--- src/rtl/addsub_pkg.sv ---
`default_nettype none
// ============================================================================
// Module      : addsub_pkg
// Description : Shared types and helpers for the nibble-serial add/sub
//               sequencer (FSM states, opcodes, slice width, saturation).
// Revision    : 1.0  initial release
// ============================================================================
package addsub_pkg;

  typedef enum logic [1:0] {
    IDLE = 2'd0,
    RUN  = 2'd1,
    DONE = 2'd2
  } state_t;

  localparam logic OP_ADD = 1'b0;
  localparam logic OP_SUB = 1'b1;
  localparam int   NIB_W  = 4;

  // Signed saturation bound for a w-bit result: neg=1 -> 100..0, neg=0 -> 011..1.
  // Returned zero-extended to 32 bits; callers slice to their own width.
  function automatic logic [31:0] sat_value(input logic neg, input int unsigned w);
    logic [31:0] v_msb;
    v_msb = 32'h1 << (w - 1);
    return neg ? v_msb : (v_msb - 32'h1);
  endfunction

endpackage
`default_nettype wire

--- src/rtl/addsub_share_ctrl_nibble_addsub.sv ---
`default_nettype none
// ============================================================================
// Module      : nibble_addsub (+ helper addsub_fa)
// Description : 4-bit ripple adder slice built from four full adders.
//               Exposes the carry into bit 3 so the caller can derive
//               signed overflow of the most significant nibble.
// Revision    : 1.0  initial release
// ============================================================================
module addsub_fa (
  input  logic a,
  input  logic b,
  input  logic ci,
  output logic s,
  output logic co
);
  assign s  = a ^ b ^ ci;
  assign co = (a & b) | (ci & (a ^ b));
endmodule

module nibble_addsub
  import addsub_pkg::*;
(
  input  logic [NIB_W-1:0] x,
  input  logic [NIB_W-1:0] y,
  input  logic             cin,
  output logic [NIB_W-1:0] s,
  output logic             c3,
  output logic             cout
);

  logic [NIB_W:0] w_c;

  assign w_c[0] = cin;

  generate
    for (genvar gi = 0; gi < NIB_W; gi++) begin : g_bit
      addsub_fa u_fa (
        .a  (x[gi]),
        .b  (y[gi]),
        .ci (w_c[gi]),
        .s  (s[gi]),
        .co (w_c[gi+1])
      );
    end
  endgenerate

  assign c3   = w_c[NIB_W-1];
  assign cout = w_c[NIB_W];

endmodule
`default_nettype wire

--- src/rtl/addsub_share_ctrl.sv ---
`default_nettype none
// ============================================================================
// Module      : addsub_share_ctrl
// Description : Round-robin arbiter and nibble-serial sequencer sharing one
//               4-bit add/sub slice between two requesters. A W = 4*NIB bit
//               operation runs LSB nibble first, one nibble per clock.
//               Optional build macro ADDSUB_SAT_EN: on signed overflow the
//               final result is replaced by the signed saturation bound.
// Revision    : 1.0  initial release
// ============================================================================
module addsub_share_ctrl
  import addsub_pkg::*;
#(
  parameter int NIB = 2
) (
  input  logic             clk,
  input  logic             rst_n,
  input  logic             req0,
  input  logic             op0,
  input  logic [4*NIB-1:0] a0,
  input  logic [4*NIB-1:0] b0,
  input  logic             req1,
  input  logic             op1,
  input  logic [4*NIB-1:0] a1,
  input  logic [4*NIB-1:0] b1,
  output logic             ack0,
  output logic             ack1,
  output logic             busy,
  output logic             done,
  output logic             done_id,
  output logic [4*NIB-1:0] result,
  output logic             c_out,
  output logic             over_flow
);

  localparam int         W        = NIB * NIB_W;
  localparam logic [2:0] IDX_LAST = 3'(NIB - 1);

  state_t           r_state;
  logic             r_last;
  logic [W-1:0]     r_a;
  logic [W-1:0]     r_b;
  logic             r_op;
  logic             r_id;
  logic             r_carry;
  logic [2:0]       r_idx;
  logic [W-1:0]     r_result;
  logic             r_cout;
  logic             r_ovf;
  logic             r_done;
  logic             r_done_id;

  logic             w_grant;
  logic             w_gid;
  logic [NIB_W-1:0] w_x;
  logic [NIB_W-1:0] w_y;
  logic [NIB_W-1:0] w_s;
  logic             w_c3;
  logic             w_cout;

  // Arbitration: a lone request wins; under contention the requester that
  // did not win last time is granted.
  always_comb begin
    w_grant = (r_state == IDLE) && (req0 || req1);
    w_gid   = (req0 && req1) ? ~r_last : req1;
  end

  // The ack is a same-cycle pulse: operands are captured on the edge ending it.
  assign ack0 = w_grant && !w_gid;
  assign ack1 = w_grant &&  w_gid;

  // Operand nibble selection; subtract inverts b and injects carry-in = 1.
  always_comb begin
    w_x = r_a[r_idx*NIB_W +: NIB_W];
    w_y = r_b[r_idx*NIB_W +: NIB_W] ^ {NIB_W{r_op}};
  end

  nibble_addsub u_slice (
    .x    (w_x),
    .y    (w_y),
    .cin  (r_carry),
    .s    (w_s),
    .c3   (w_c3),
    .cout (w_cout)
  );

  // Sequencer FSM with registered status/result outputs.
  always_ff @(posedge clk or negedge rst_n) begin
    if (!rst_n) begin
      r_state   <= IDLE;
      r_last    <= 1'b1;
      r_a       <= '0;
      r_b       <= '0;
      r_op      <= OP_ADD;
      r_id      <= 1'b0;
      r_carry   <= 1'b0;
      r_idx     <= 3'd0;
      r_result  <= '0;
      r_cout    <= 1'b0;
      r_ovf     <= 1'b0;
      r_done    <= 1'b0;
      r_done_id <= 1'b0;
    end else begin
      r_done <= 1'b0;
      case (r_state)
        IDLE: begin
          if (w_grant) begin
            r_a     <= w_gid ? a1  : a0;
            r_b     <= w_gid ? b1  : b0;
            r_op    <= w_gid ? op1 : op0;
            r_carry <= w_gid ? op1 : op0;
            r_id    <= w_gid;
            r_last  <= w_gid;
            r_idx   <= 3'd0;
            r_state <= RUN;
          end
        end
        RUN: begin
          r_result[r_idx*NIB_W +: NIB_W] <= w_s;
          r_carry <= w_cout;
          if (r_idx == IDX_LAST) begin
            r_cout    <= w_cout;
            r_ovf     <= w_c3 ^ w_cout;
            r_done    <= 1'b1;
            r_done_id <= r_id;
            r_state   <= DONE;
`ifdef ADDSUB_SAT_EN
            // Equal effective operand signs with a negative raw sum means
            // positive overflow; every other overflow saturates negative.
            if (w_c3 ^ w_cout) begin
              r_result <= W'(sat_value(
                  !(!(r_a[W-1] ^ r_b[W-1] ^ r_op) && w_s[NIB_W-1]), W));
            end
`endif
          end else begin
            r_idx <= r_idx + 3'd1;
          end
        end
        DONE: begin
          r_state <= IDLE;
        end
        default: begin
          r_state <= IDLE;
        end
      endcase
    end
  end

  assign busy      = (r_state != IDLE);
  assign done      = r_done;
  assign done_id   = r_done_id;
  assign result    = r_result;
  assign c_out     = r_cout;
  assign over_flow = r_ovf;

endmodule
`default_nettype wire

--- config.mk ---
export PLATFORM = sky130hd
export DESIGN_NAME = addsub_share_ctrl
export DESIGN_NICKNAME = d
export VERILOG_FILES = /design/src/rtl/addsub_pkg.sv /design/src/rtl/addsub_share_ctrl_nibble_addsub.sv /design/src/rtl/addsub_share_ctrl.sv
export SDC_FILE = /design/constraint.sdc
export NUM_CORES = 1
export LEC_CHECK = 0
export ABC_AREA = 1
export ABC_CLOCK_PERIOD_IN_PS = 5030
export CAP_MARGIN = 20
export CORE_MARGIN = 2
export CORE_UTILIZATION = 51
export CTS_CLUSTER_SIZE = 20
export DETAILED_ROUTE_END_ITERATION = 10
export GPL_TIMING_DRIVEN = 0
export MAX_ROUTING_LAYER = met4
export PLACE_DENSITY_LB_ADDON = 0.15
export SYNTH_ARGS = -nofsm -noshare
export SYNTH_HDL_FRONTEND = slang
export SYNTH_SLANG_ARGS = --single-unit
--- constraint.sdc ---
create_clock -name clk -period 5.03 [get_ports clk]
set_input_delay 1.006 -clock clk [delete_from_list [all_inputs] [get_ports clk]]
set_output_delay 1.006 -clock clk [all_outputs]
set_load 0.01 [all_outputs]
==> summary.md <==
| Metric | Value |
|---|---|
| Post-Syn Area | 1930 µm² |
| Setup TNS | 0 ns |
| Die span in y | 65.6 µm |
| Crit share post-route | 75.3% |
| Crit start category | input port |
| Seq cells post-synth | 37 |
| Initial antenna violation count | 0 |
| Clk network pwr share | 11.0% |
| Grt total ovfl | 0 |
| # hold bufs at CTS | 0 |
| CTS Buffer Depth | 2 |
| Syn_area_per_cell | 8.09 µm² |
| Slew headroom | 46.0% |
| Drt via density | 4.80 |
| Detailed Route WL | 4.02 mm |
| WP data arrival | 2.78 ns |
| Dpl hpwl | 3.09 mm |
| WP data required | 4.02 ns |
| Skew final | 0.00552 ns |
| # resized after CTS | 0 |
| CORE AREA | 3660 µm² |
| TritonCTS Buffers | 5 |
| Metal2 WL | 1.95 mm |
| CTS tree | done |
| Worst R2R Path Depth | 13 |
| Sequential area share after synthesis | 48.0% |
| Die ar. | 4300 µm² |
| Max VDD drop | 0.339 mV |
| LEAKAGE | 1.25 nW |
| CP endpoint kind | output pin |
| Clock slew at reported path FFs | 0.06 ns |
| Cell variety after synth | 22 |
| Post-route DRC | 0 |
| Sw frac | 43.9% |
| Int Power | 1.01 mW |
| Setup bufs post-CTS | 0 |
| Layout cell share with drive strength beyond 1 | 6.35% |
| Via Count | 1,664 |
| Comb pwr share | 59.3% |
| Max Clock Freq | 264 MHz |
| Routability cong. | 0.827 |
| Period minus WS final | 3.79 ns |
| M1 WL | 1.85 mm |
| Final setup fails | 0 |
| Vias in the first global route | 1,580 |
| Largest net degree at the start of global routing | 38 |
| Pwr dens | 693 nW/µm² |
| Layout fillers | 302 |
| Final Power | 1.79 mW |
| Nets | 344 |
| Max layer used | met4 |
| Starting Density | 52.8% |
| Area leader, netlist | dfrtp_1 |
| Hold Vio Cnt, Final | 0 |
| # H-tree levels | 2 |
| Max cap viols | 0 |
| Worst-Skew Late Latency | 0.29 ns |
| DIE WIDTH | 65.6 µm |
| Largest cells by area after synthesis | dfrtp_1 (47%), nand2_1 (17%), nand3_1 (6.2%) |
| Reg2reg end | over_flow$_DFFE_PN0P_ |
| Slew Limit Fails | 0 |
| Post-synthesis cell count | 239 |
| Buffers on Ports | 52 |
| Routed Antenna Nets | 0 |
| Hold WC Path Type | reg -> reg |
| Area grow syn2layout | 33.9% |
| Clock Root Buffer | clkbuf_8 |
| Row count | 22 |
| Met3 WL | 162 µm |
| DR pass1 iterations | 4 |
| Crit path capture | ack0 |
| Wire per inst | 11.6 µm |
| RSZ-0062 raised after global routing | false |
| DR iter-0 viols | 100 |
| Yosys warnings | 0 |
| Dpl cell area | 2510 µm² |
| FF-to-FF setup slack | 1.96 ns |
| Setup Crit Path Kind | in -> out |
| First-pass GRT wire length | 6.73 mm |
| Total Routing Usage GR | 21.4% |
| Worst setup path start | req1 |
| Reg2reg start | r_idx[1]$_DFFE_PN0P_ |
| Synth top area share | 46.6% |
| Outcome | finished clean |
| Worst Path Max Fanout | 10 |
| Finished layout cell area | 2590 µm² |
| # IOs | 53 |
| NetSw | 0.789 mW |
| Dpl ws | 1.23 ns |
| Post-Syn Nets | 285 |
| Worst Tran Pin Value | 0.810 ns |
| Sequential share of power | 29.7% |
| # diodes | 0 |
| CTS sink count | 37 |
| Fin worst setup slack | 1.24 ns |
-- flip-flops by register name, indices dropped and copies added (netlist names) --
register and cells:
over_flow 1, r_id 1, done_id 1, r_idx 3
r_state 2, r_last 1, result 8, r_a 8
r_carry 1, c_out 1, r_b 8, r_op 1
done 1
-- synthesized netlist by cell type --
cell type and n:
inv_2 2, nand3_1 24, nor3_1 3, inv_1 20, xor2_1 6, dfrtp_1 36, o21ai_0 16, dfstp_2 1
clkbuf_1 1, buf_4 2, nand2_1 85, o21ai_4 1, buf_6 2, ha_1 4, nor2_2 1, a21oi_4 1
fa_1 4, buf_2 1, nor2_4 1, nor2_1 25, a21oi_1 2, nand2_2 1
-- critical path, stage by stage --
cell and delay [ns]:
clkdlybuf4s50_1 0.59, inv_1 0.06, nand2_1 0.07, nand2_2 0.07, a21oi_4 0.26, buf_6 0.18, clkdlybuf4s50_1 0.54
-- stage by stage --
| stage | cells | utilization, % | hold WS (ns) |
|---|---|---|---|
| final | 347 | 70.7 | 0.474 |
| after global routing | 347 | 70.7 | 0.489 |
| after detailed placement | 339 | 68.5 | 0.465 |
| after floorplan | 239 | - | 0.446 |
| after global placement | 339 | 68.7 | 0.457 |
| after CTS | 347 | 70.7 | 0.482 |
-- worst min-delay path by stage --
| stage | from | slack (ns) | endpoint | depth (start not counted) |
|---|---|---|---|---|
| final | result[0]$_DFFE_PN0P_ | 0.47 | result[0]$_DFFE_PN0P_ | 2 |
| after CTS | result[1]$_DFFE_PN0P_ | 0.48 | result[1]$_DFFE_PN0P_ | 2 |
| after floorplan | r_last$_DFFE_PN1P_ | 0.45 | r_last$_DFFE_PN1P_ | 2 |
| after global routing | result[0]$_DFFE_PN0P_ | 0.49 | result[0]$_DFFE_PN0P_ | 2 |
| after detailed placement | result[1]$_DFFE_PN0P_ | 0.47 | result[1]$_DFFE_PN0P_ | 2 |
| after global placement | result[1]$_DFFE_PN0P_ | 0.46 | result[1]$_DFFE_PN0P_ | 2 |
-- placed cells by master, fill, tap and decap left out, drive strengths merged, types with 6 or more instances in the layout --
cell type	count
buf	6
clkbuf	9
clkdlybuf4s50	51
dfrtp	36
inv	22
nand2	86
nand3	24
nor2	27
o21ai	17
xor2	6
-- cells by family after synthesis --
family / Yosys count / synth area share (%)
AO/OA/AOI/OAI: 20 / 6.34
adder cells (fa/ha/maj): 8 / 6.73
flip-flops: 37 / 48.0
AND/OR/NAND/NOR: 140 / 29.6
XOR/XNOR: 6 / 2.72
buffers and inverters: 28 / 6.67
-- power by group through the flow --
stage                     logic, mW  registers [mW]  clock network (mW)
after floorplan               0.719           0.542                   0
after global placement         1.05           0.533                   0
after detailed placement       1.07           0.537                   0
after CTS                      1.08           0.533               0.202
after global routing           1.22           0.548               0.216
final                          1.06           0.533               0.197
-- layer usage --
layer	global-route usage, %	up-vias
li1	-	860
met2	35.6	43
met3	5.14	5
met4	9.11	0
met5	-	-
met1	24.8	756
-- layout make-up --
class                   instances  area, µm²  share of cell area [%]
clock buffers                   8       80.1                    3.09
multi-input cells             174        877                    33.9
plain buffers                   6       46.3                    1.79
flip-flops and latches         37        927                    35.8
repair buffers                 52        515                    19.9
inverters                      22       82.6                    3.19
well taps                      48       60.1                    2.32
(Power assumes the default switching activity.)
